## config.mk

```make
export PLATFORM = sky130hd
export DESIGN_NAME = px_cycle_seq
export DESIGN_NICKNAME = d
export VERILOG_FILES = /design/src/rtl/px_cycle_seq.sv
export SDC_FILE = /design/constraint.sdc
export NUM_CORES = 1
export LEC_CHECK = 0
export ABC_AREA = 0
export BUFFER_PORTS_ARGS = -buffer_cell sky130_fd_sc_hd__buf_2
export CORE_MARGIN = 2
export CORE_UTILIZATION = 47
export DETAILED_ROUTE_END_ITERATION = 10
export PLACE_DENSITY_LB_ADDON = 0.08
export SYNTH_ARGS = -nofsm -noshare
export SYNTH_HDL_FRONTEND = slang
export SYNTH_SLANG_ARGS = --single-unit
```

## constraint.sdc

```tcl
create_clock -name __clk -period 1.76 [get_ports __clk]
set_input_delay 0.088 -clock __clk [delete_from_list [all_inputs] [get_ports __clk]]
set_output_delay 0.088 -clock __clk [all_outputs]
set_load 0.05 [all_outputs]
```

## src/rtl/px_cycle_seq.sv

```systemverilog
// P-X strobe/timing sequencer: counter-timed STROB1/STROB2/GOT cycle with a bus
// request/OK handshake, retry and no-answer alarm across NCH system-bus interfaces.
module px_cycle_seq #(
  parameter int unsigned NCH         = 2,
  parameter int unsigned CW          = 8,
  parameter int unsigned S1_TICKS    = 5,
  parameter int unsigned S1L_TICKS   = 6,
  parameter int unsigned S2_TICKS    = 6,
  parameter int unsigned GOT_TICKS   = 5,
  parameter int unsigned ALARM_TICKS = 250
) (
  input  logic           __clk,
  input  logic           clo,
  input  logic           mode,
  input  logic           step,
  input  logic           stop,
  input  logic           st_long,
  input  logic           two_strob,
  input  logic           bus_need,
  input  logic [NCH-1:0] ch_sel,
  input  logic [NCH-1:0] zw,
  input  logic [NCH-1:0] ok,
  input  logic [NCH-1:0] en,
  output logic           strob1,
  output logic           strob2,
  output logic           got,
  output logic           got_ce,
  output logic [NCH-1:0] zg,
  output logic           alarm,
  output logic           awaria,
  output logic           halted,
  output logic [2:0]     seq_st
);

  typedef enum logic [2:0] {
    ST_GATE = 3'd0,
    ST_S1   = 3'd1,
    ST_BUS  = 3'd2,
    ST_S2   = 3'd3,
    ST_GOT  = 3'd4,
    ST_RTRY = 3'd5
  } state_t;

  localparam logic [CW-1:0] S1_LAST    = CW'(S1_TICKS - 1);
  localparam logic [CW-1:0] S1L_LAST   = CW'(S1L_TICKS - 1);
  localparam logic [CW-1:0] S2_LAST    = CW'(S2_TICKS - 1);
  localparam logic [CW-1:0] GOT_LAST   = CW'(GOT_TICKS - 1);
  localparam logic [CW-1:0] ALARM_LAST = CW'(ALARM_TICKS - 1);

  state_t         state_q, state_d;
  logic [CW-1:0]  cnt_q, cnt_d;
  logic           long_q, long_d;
  logic           two_q, two_d;
  logic [NCH-1:0] ch_q, ch_d;
  logic [2:0]     step_sync_q, step_sync_d;
  logic           awaria_q, awaria_d;

  logic           step_edge;
  logic [NCH-1:0] ch_low;
  logic [NCH-1:0] resp_v;
  logic           ok_v, en_v;
  logic           halt_c;
  state_t         after_s1;

  always_comb begin
    // [0],[1] synchroniser, [2] previous synchronised level for edge detect
    step_sync_d = {step_sync_q[1:0], step};
    step_edge   = step_sync_q[1] & ~step_sync_q[2];
    ch_low      = ch_sel & (~ch_sel + NCH'(1));
    resp_v      = zw & ch_q;
    ok_v        = |(resp_v & ok);
    en_v        = |(resp_v & en);
    after_s1    = two_strob ? ST_S2 : ST_GOT;
  end

  always_comb begin
    state_d  = state_q;
    cnt_d    = cnt_q;
    long_d   = long_q;
    two_d    = two_q;
    ch_d     = ch_q;
    awaria_d = awaria_q;
    strob1   = 1'b0;
    strob2   = 1'b0;
    got      = 1'b0;
    got_ce   = 1'b0;
    zg       = '0;
    alarm    = 1'b0;
    halt_c   = 1'b0;

    unique case (state_q)
      ST_GATE: begin
        if (stop || (mode && !step_edge)) begin
          halt_c = 1'b1;
        end else begin
          state_d = ST_S1;
          cnt_d   = '0;
          long_d  = st_long;
        end
      end
      ST_S1: begin
        strob1 = 1'b1;
        if (cnt_q == (long_q ? S1L_LAST : S1_LAST)) begin
          cnt_d = '0;
          two_d = two_strob;
          ch_d  = ch_low;
          if (bus_need && (ch_sel != '0)) state_d = ST_BUS;
          else                            state_d = after_s1;
        end else begin
          cnt_d = cnt_q + CW'(1);
        end
      end
      ST_BUS: begin
        zg = ch_q;
        // ok wins over en; timeout completes the cycle as if answered
        if (ok_v) begin
          cnt_d   = '0;
          state_d = two_q ? ST_S2 : ST_GOT;
        end else if (en_v) begin
          cnt_d   = '0;
          state_d = ST_RTRY;
        end else if (cnt_q == ALARM_LAST) begin
          alarm    = 1'b1;
          awaria_d = 1'b1;
          cnt_d    = '0;
          state_d  = two_q ? ST_S2 : ST_GOT;
        end else begin
          cnt_d = cnt_q + CW'(1);
        end
      end
      ST_RTRY: begin
        cnt_d   = '0;
        state_d = ST_BUS;
      end
      ST_S2: begin
        strob2 = 1'b1;
        if (cnt_q == S2_LAST) begin
          cnt_d   = '0;
          state_d = ST_GOT;
        end else begin
          cnt_d = cnt_q + CW'(1);
        end
      end
      ST_GOT: begin
        got    = 1'b1;
        got_ce = (cnt_q == '0);
        if (cnt_q == GOT_LAST) begin
          cnt_d   = '0;
          state_d = ST_GATE;
        end else begin
          cnt_d = cnt_q + CW'(1);
        end
      end
      default: begin
        cnt_d   = '0;
        state_d = ST_GATE;
      end
    endcase
  end

  always_ff @(posedge __clk or posedge clo) begin
    if (clo) begin
      state_q     <= ST_GATE;
      cnt_q       <= '0;
      long_q      <= 1'b0;
      two_q       <= 1'b0;
      ch_q        <= '0;
      step_sync_q <= '0;
      awaria_q    <= 1'b0;
    end else begin
      state_q     <= state_d;
      cnt_q       <= cnt_d;
      long_q      <= long_d;
      two_q       <= two_d;
      ch_q        <= ch_d;
      step_sync_q <= step_sync_d;
      awaria_q    <= awaria_d;
    end
  end

  // halted is input-dependent in GATE, so it is masked while clear is held
  assign halted = halt_c & ~clo;
  assign awaria = awaria_q;
  assign seq_st = state_q;

endmodule

```

==> flow_summary.ini, run 1 <==
[yosys]
netlist_area_sq_mm = 0.001192
ys.flop_type = dfrtp_1
synth_cells = 131
ys_ff_latch = 19
synth_most_common_cell = dfrtp_1
yosysTopAreaCell = dfrtp_1
yosysUniqueCellTypes = 38
synth_top_area_share_pct = 39.87
async_reset_ff_share_pct = 100.0
ys_top_cells_by_count = dfrtp_1 (19), nand2_1 (11), nor2_1 (10)
yosysSeqAreaShare_pct = 39.87
synth_area_leaders = dfrtp_1 (40%), mux2_2 (4.7%), nor3_1 (3.8%)
ys.warnings.count = 0
avgSynthCellArea_sq_um = 9.102
synth_nets = 150
synth_edf_count = 0

[global_route]
grt_use_met2_pct = 40.56
grt_usage_pct = 23.18
grt_util_met3_pct = 3.552
grt_busiest_layer = met2
globalRouteOverflowTotal = 0
grt_pass1_vias = 1124
grt_max_degree = 20
grt_use_met1_pct = 28.87
grt_pass1_wl_um = 4885
antenna_found_initial = 0

[timing]
fin_crit_ps = 1971
final.setup_skew_ps = 7.944
drv_slew = 0
relSlewSlack_pct = 66.71
whs_ps = 11.54
setup-violations-final = 13
fin_ws_ps = -210.6
finalHoldViolCount = 0
finalCritPeriodShare_pct = 112.0
rsz0062_at_grt = yes
fmax_mhz = 507.5
tightest_slew_ps = 497.5

[worst_setup_path]
crit_fanout = 6
cp_slowest_stage_delay_ps = 430
r2r-end = cnt_q[1]
critPathTopFamily = simple AND/OR/NAND/NOR gates
cp-start-kind = flip-flop
reg2regPathDepth = 5
crit_type = flip-flop to flip-flop
cp-end-kind = flip-flop
crit_required_ps = 1960
regToRegSetupSlack_ps = -210
crit_buf_inv = 0
worstPathArrival_ps = 2170
path_cells = nor4_4 -> and3b_2 -> a21oi_4 -> or3_4 -> a22o_2
reg2reg_from = cnt_q[7]
critPathSlowestCell = dfrtp_1

[die]
coreArea_sq_mm = 0.002432
start_util_pct = 49.02
rows = 18
fp.dieW_um = 54.37
fp.dieH_um = 54.37
die-area_sq_mm = 0.002956
design.portCount = 28

[placed_design]
gp_congestion = 0.9101
dpl.cell_count = 210
dp_hpwl_um = 2308
io_buffers = 27

[hold_path]
hp-class = input pin to flip-flop
min_from = st_long
hold_depth = 2
min_delay_worst_endpoint = long_q

[detailed_routing]
wl_per_cell_um = 14.88
first_pass_iters = 4
drt_iter0_drc = 32
route.detailed.drc = 0
vias_per_cell = 5.388
vias = 1207
drt-total-wl_um = 3333
detail-route-antenna-nets = 0

[finish]
fillCellCount = 184
drive_gt1_share_pct = 49.48
nNetsFinal = 214
syn_to_final_growth_pct = 50.47
stdcell_count = 224
diodes = 0
final_core_util_pct = 73.77

[clock_tree]
cts_max_level = 1
root_buffer = clkbuf_4
clkTransAtPathRegs_ps = 120
cts_inserted_buffers = 3
clk_path_buf_depth = 2
cts_tree = yes
cts_sinks = 19
insertion_delay_ps = 310

[job]
max_cap_viol_count = 0

[pwr]
power.total_mw = 2.735
powerDensity_mw_per_mm2 = 1524
ir_drop_uv = 1515
power_leakage_nw = 0.8572

[run_status]
failed_checks = negative setup slack
status = finished, violations left
==> area by class of cell <==
class	count	area [sq um]	area share, %
Clock buffer	3	22.52	1.255
Clock inverter	1	5.005	0.2789
Inverter	6	22.52	1.255
Multi-Input combinational cell	101	778.2	43.38
Sequential cell	19	479.2	26.71
Tap cell	30	37.54	2.092
Timing Repair Buffer	64	449.2	25.03
==> worst register-to-register path: stages, from the launching register on <==
cell     delay (ps)
dfrtp_1         430
nor4_4          350
and3b_2         290
a21oi_4          80
or3_4           430
a22o_2          280
==> cells by family after synthesis <==
group / Yosys count / share of synthesized area, %
AOI/OAI and AO/OA: 29 / 17.10
xor gates and xnor gates: 1 / 0.7347
adders and majority gates: 3 / 3.148
buffers and inverters: 11 / 4.406
DFF: 19 / 39.87
muxes: 7 / 6.401
and+or+nand+nor: 61 / 28.33
==> state kept, by name, summed over array words and instances (netlist names) <==
signal	count
awaria	1
ch_q	2
cnt_q	8
long_q	1
seq_st	3
step_sync_q	3
two_q	1
==> metal layers <==
metal / share of wire (%) / wire length [um] / up-vias
li1: - / - / 597
met1: 44 / 1459 / 578
met2: 51 / 1707 / 28
met3: 3.8 / 128 / 4
met4: 1.1 / 38 / 0
met5: 0 / 0 / -
==> worst max path at each step <==
| stage | slack (ps) | startpoint | to | depth (start not counted) |
|---|---|---|---|---|
| finish | -210 | cnt_q[7] | cnt_q[1] | 5 |
| CTS | -160 | cnt_q[7] | seq_st[0] | 5 |
| global placement | -180 | cnt_q[7] | cnt_q[7] | 5 |
| floorplan | -150 | seq_st[1] | seq_st[0] | 6 |
| detailed placement | -300 | cnt_q[7] | cnt_q[7] | 5 |
| global route | -240 | seq_st[0] | alarm | 5 |
==> timing repair <==
item                                   in CTS  in global routing
endpoints found under the hold margin      20                  0
setup buffers                               6                  2
pin swaps                                   2                  6
hold buffers                                2                  0
setup endpoints to repair                  14                 16
gates cloned                                0                  0
gates resized for setup                    13                 15
==> layout by cell type (no fill, tap or decap), types with 4 or more instances in the layout <==
master    instances
buf_4            35
buf_2            22
dfrtp_1          16
nand2_1          11
nor2_1            9
nor3_1            7
o21ai_0           6
inv_1             6
nand2b_1          5
mux2_2            5
buf_6             5
o31ai_1           4
nand3_1           4
==> stage by stage <==
step / area [sq um] / setup TNS [ps] / setup slack [ps]
floorplan: 1232 / -940.6 / -150.7
global route: 1794 / -2650 / -240.3
finish: 1794 / -1674 / -210.6
detailed placement: 1577 / -2302 / -302.4
CTS: 1728 / -996.9 / -160.5
global placement: 1577 / -1430 / -180.5
==> where the power goes <==
group	leakage, nW	internal (mW)	switching [mW]
registers	0.240	0.552	0.146
logic	0.599	0.827	0.974
clock network	0.0177	0.0848	0.151
No activity file was read; power rests on OpenSTA's default activity.
==> run 2, diff against run 1 <==
- ABC_AREA: 0 -> 1
- CORE_UTILIZATION: 47 -> 48
==> flow_summary.ini, run 2 <==
[run_status]
status = finished, violations left
failed_checks = negative setup slack

[clock_tree]
root_buffer = clkbuf_4
clk_path_buf_depth = 2
cts_tree = yes
cts_inserted_buffers = 3
clkTransAtPathRegs_ps = 110
insertion_delay_ps = 290
cts_max_level = 1
cts_sinks = 19

[die]
fp.dieH_um = 54.80
start_util_pct = 50.46
die-area_sq_mm = 0.003003
design.portCount = 28
coreArea_sq_mm = 0.002455
fp.dieW_um = 54.80
rows = 18

[finish]
final_common_cell = nand2_1
final_cell_mix = nand2_1 (54), inv_1 (31), buf_2 (24), nand3_1 (22)
fillCellCount = 231
syn_to_final_growth_pct = 28.59
diodes = 0
stdcell_count = 252
drive_gt1_share_pct = 26.13
design_area_sq_mm = 0.001593
nNetsFinal = 242
final_core_util_pct = 64.88
largest_reg_flops = 8
max_flop_register = cnt_q

[global_route]
grt_pass1_wl_um = 4830
grt_usage_pct = 22.46
antenna_found_initial = 0
grt_max_degree = 20
globalRouteOverflowTotal = 0
grt_pass1_vias = 1179

[pwr]
netSwitchingPower_mw = 0.1638
ir_drop_uv = 531.7
powerDensity_mw_per_mm2 = 447.1
p_clk_share_pct = 30.6
seqPwrFrac_pct = 62.2
switching_share_pct = 23.01
intPower_mw = 0.5483
power_leakage_nw = 0.8924
power.total_mw = 0.7121
p_comb_share_pct = 7.2

[placed_design]
place_ws_ps = 122.1
dp_hpwl_um = 2239
dpl_cell_area_sq_mm = 0.001445
io_buffers = 27
dpl.cell_count = 241
gp_congestion = 0.9100

[yosys]
async_reset_ff_share_pct = 100.0
synth.area.mux_share_pct = 0
ys.flop_type = dfrtp_1
netlist_area_sq_mm = 0.001239
yosysTopAreaCell = dfrtp_1
synth_most_common_cell = nand2_1
avgSynthCellArea_sq_um = 6.732
yosysUniqueCellTypes = 21
synth_top_family_by_area = simple AND/OR/NAND/NOR gates
yosysSeqAreaShare_pct = 38.38
synth_area_leaders = dfrtp_1 (38%), nand2_1 (16%), inv_1 (10%)
synth_compound_area_share_pct = 5.556
ys.warnings.count = 0
ys_top_cells_by_count = nand2_1 (54), inv_1 (33), nand3_1 (23)
synth_nets = 203
ys_ff_latch = 19
yosys.area_share.simple_pct = 39.39
synth_cells = 184
synth_top_area_share_pct = 38.38
synth_edf_count = 0
synth_xor_area_share_pct = 2.121
synth_fa_ha_area_share_pct = 3.030

[timing]
rsz0062_at_grt = yes
final.setup_skew_ps = 2.320
tightest_slew_ps = 735.9
drv_slew = 0
fin_ws_ps = -16.57
relSlewSlack_pct = 50.88
fmax_mhz = 562.9
setup-violations-final = 1
finalCritPeriodShare_pct = 100.9
finalHoldViolCount = 0
fin_crit_ps = 1777

[hold_path]
hp-class = input pin to flip-flop
hold_depth = 3
min_from = ch_sel[1]
min_delay_worst_endpoint = ch_q[1]

[worst_setup_path]
worstPathArrival_ps = 1690
r2r-end = seq_st[0]
cp-end-kind = output pin
regToRegSetupSlack_ps = 120
crit_type = flip-flop to output pin
reg2regPathDepth = 9
crit_fanout = 3
reg2reg_from = cnt_q[0]
crit_required_ps = 1670
cp-start-kind = flip-flop

[detailed_routing]
wl_per_cell_um = 11.60
vias = 1255
drt_iter0_drc = 13
route.detailed.drc = 0
vias_per_cell = 4.980
drt-total-wl_um = 2922
first_pass_iters = 5
detail-route-antenna-nets = 0

[job]
max_cap_viol_count = 0
-- run 2: cell count changes in the layout (fill, tap and decap cells not counted), moves of 3 or more --
cell,change
inv_1,+25
nand3_1,+18
buf_6,-3
nor3_1,-5
mux2_2,-5
nand2_1,+43
buf_4,-30
nand2b_1,-5
nor2_1,+6
nor2b_1,-3
inv_2,+4
nor2_2,+4
o211ai_1,-3
-- run 2: area by class of cell --
class | instances | area (sq um) | share of cell area, %
Multi-Input combinational cell | 129 | 695.7 | 43.68
Sequential cell | 19 | 480.5 | 30.16
Timing Repair Buffer | 35 | 220.2 | 13.83
Inverter | 35 | 131.4 | 8.248
Tap cell | 30 | 37.54 | 2.357
Clock buffer | 3 | 22.52 | 1.414
Clock inverter | 1 | 5.005 | 0.3142
-- run 2: kinds of logic (layout without fill, tap and decap cells) --
kind of cell,count (synthesis),in the layout
adder cells (fa/ha/maj),3,3
XOR/XNOR,3,3
AND/OR/NAND/NOR,111,111
flip-flops,19,19
AO/OA/AOI/OAI,12,12
buffers and inverters,36,74
-- run 2: power by group through the flow --
stage	sequential (mW)	combinational (mW)	clock [mW]
2_1_floorplan	0.451	0.0211	0
3_3_place_gp	0.451	0.0430	0
3_5_place_dp	0.451	0.0444	0
4_1_cts	0.443	0.0520	0.233
5_1_grt	0.444	0.0593	0.246
6_report	0.443	0.0515	0.218
-- run 2: metrics by stage --
| step | hold WS, ps | setup TNS, ps |
|---|---|---|
| CTS | 23.95 | 0 |
| floorplan | 38.99 | -68.71 |
| finish | 38.12 | -16.57 |
| global route | 56.39 | -306.0 |
| detailed placement | 197.9 | 0 |
| global placement | 198.1 | 0 |
-- run 2: what timing repair did --
action | 4_1_cts | 5_1_grt
gates resized for setup | 6 | 12
endpoints found under the setup margin | 2 | 9
pin swaps | 1 | 2
setup buffers | 0 | 3
hold endpoints to repair | 22 | 0
hold buffers | 4 | 0
-- run 2: worst max-delay path by stage --
| stage | from | to | depth (start not counted) |
|---|---|---|---|
| global route | cnt_q[1] | alarm | 7 |
| detailed placement | cnt_q[1] | alarm | 7 |
| global placement | cnt_q[1] | alarm | 7 |
| finish | cnt_q[1] | alarm | 7 |
| CTS | cnt_q[1] | alarm | 7 |
| floorplan | cnt_q[1] | awaria | 7 |
-- run 2: worst max-delay path, cell delays in order, from the launching register on --
cell and delay [ps]:
dfrtp_1 420, inv_2 90, ha_4 120, inv_2 40
nor2_2 100, nand3_2 110, nor4_4 320, buf_6 200
-- run 2: layer usage --
metal  part of all wire [%]  GRT usage, %  up-vias
li1                       -             -      652
met1                     46         26.07      569
met2                     50         41.47       32
met3                    3.7         3.279        2
met4                   0.51         7.500        0
met5                      0             0        -
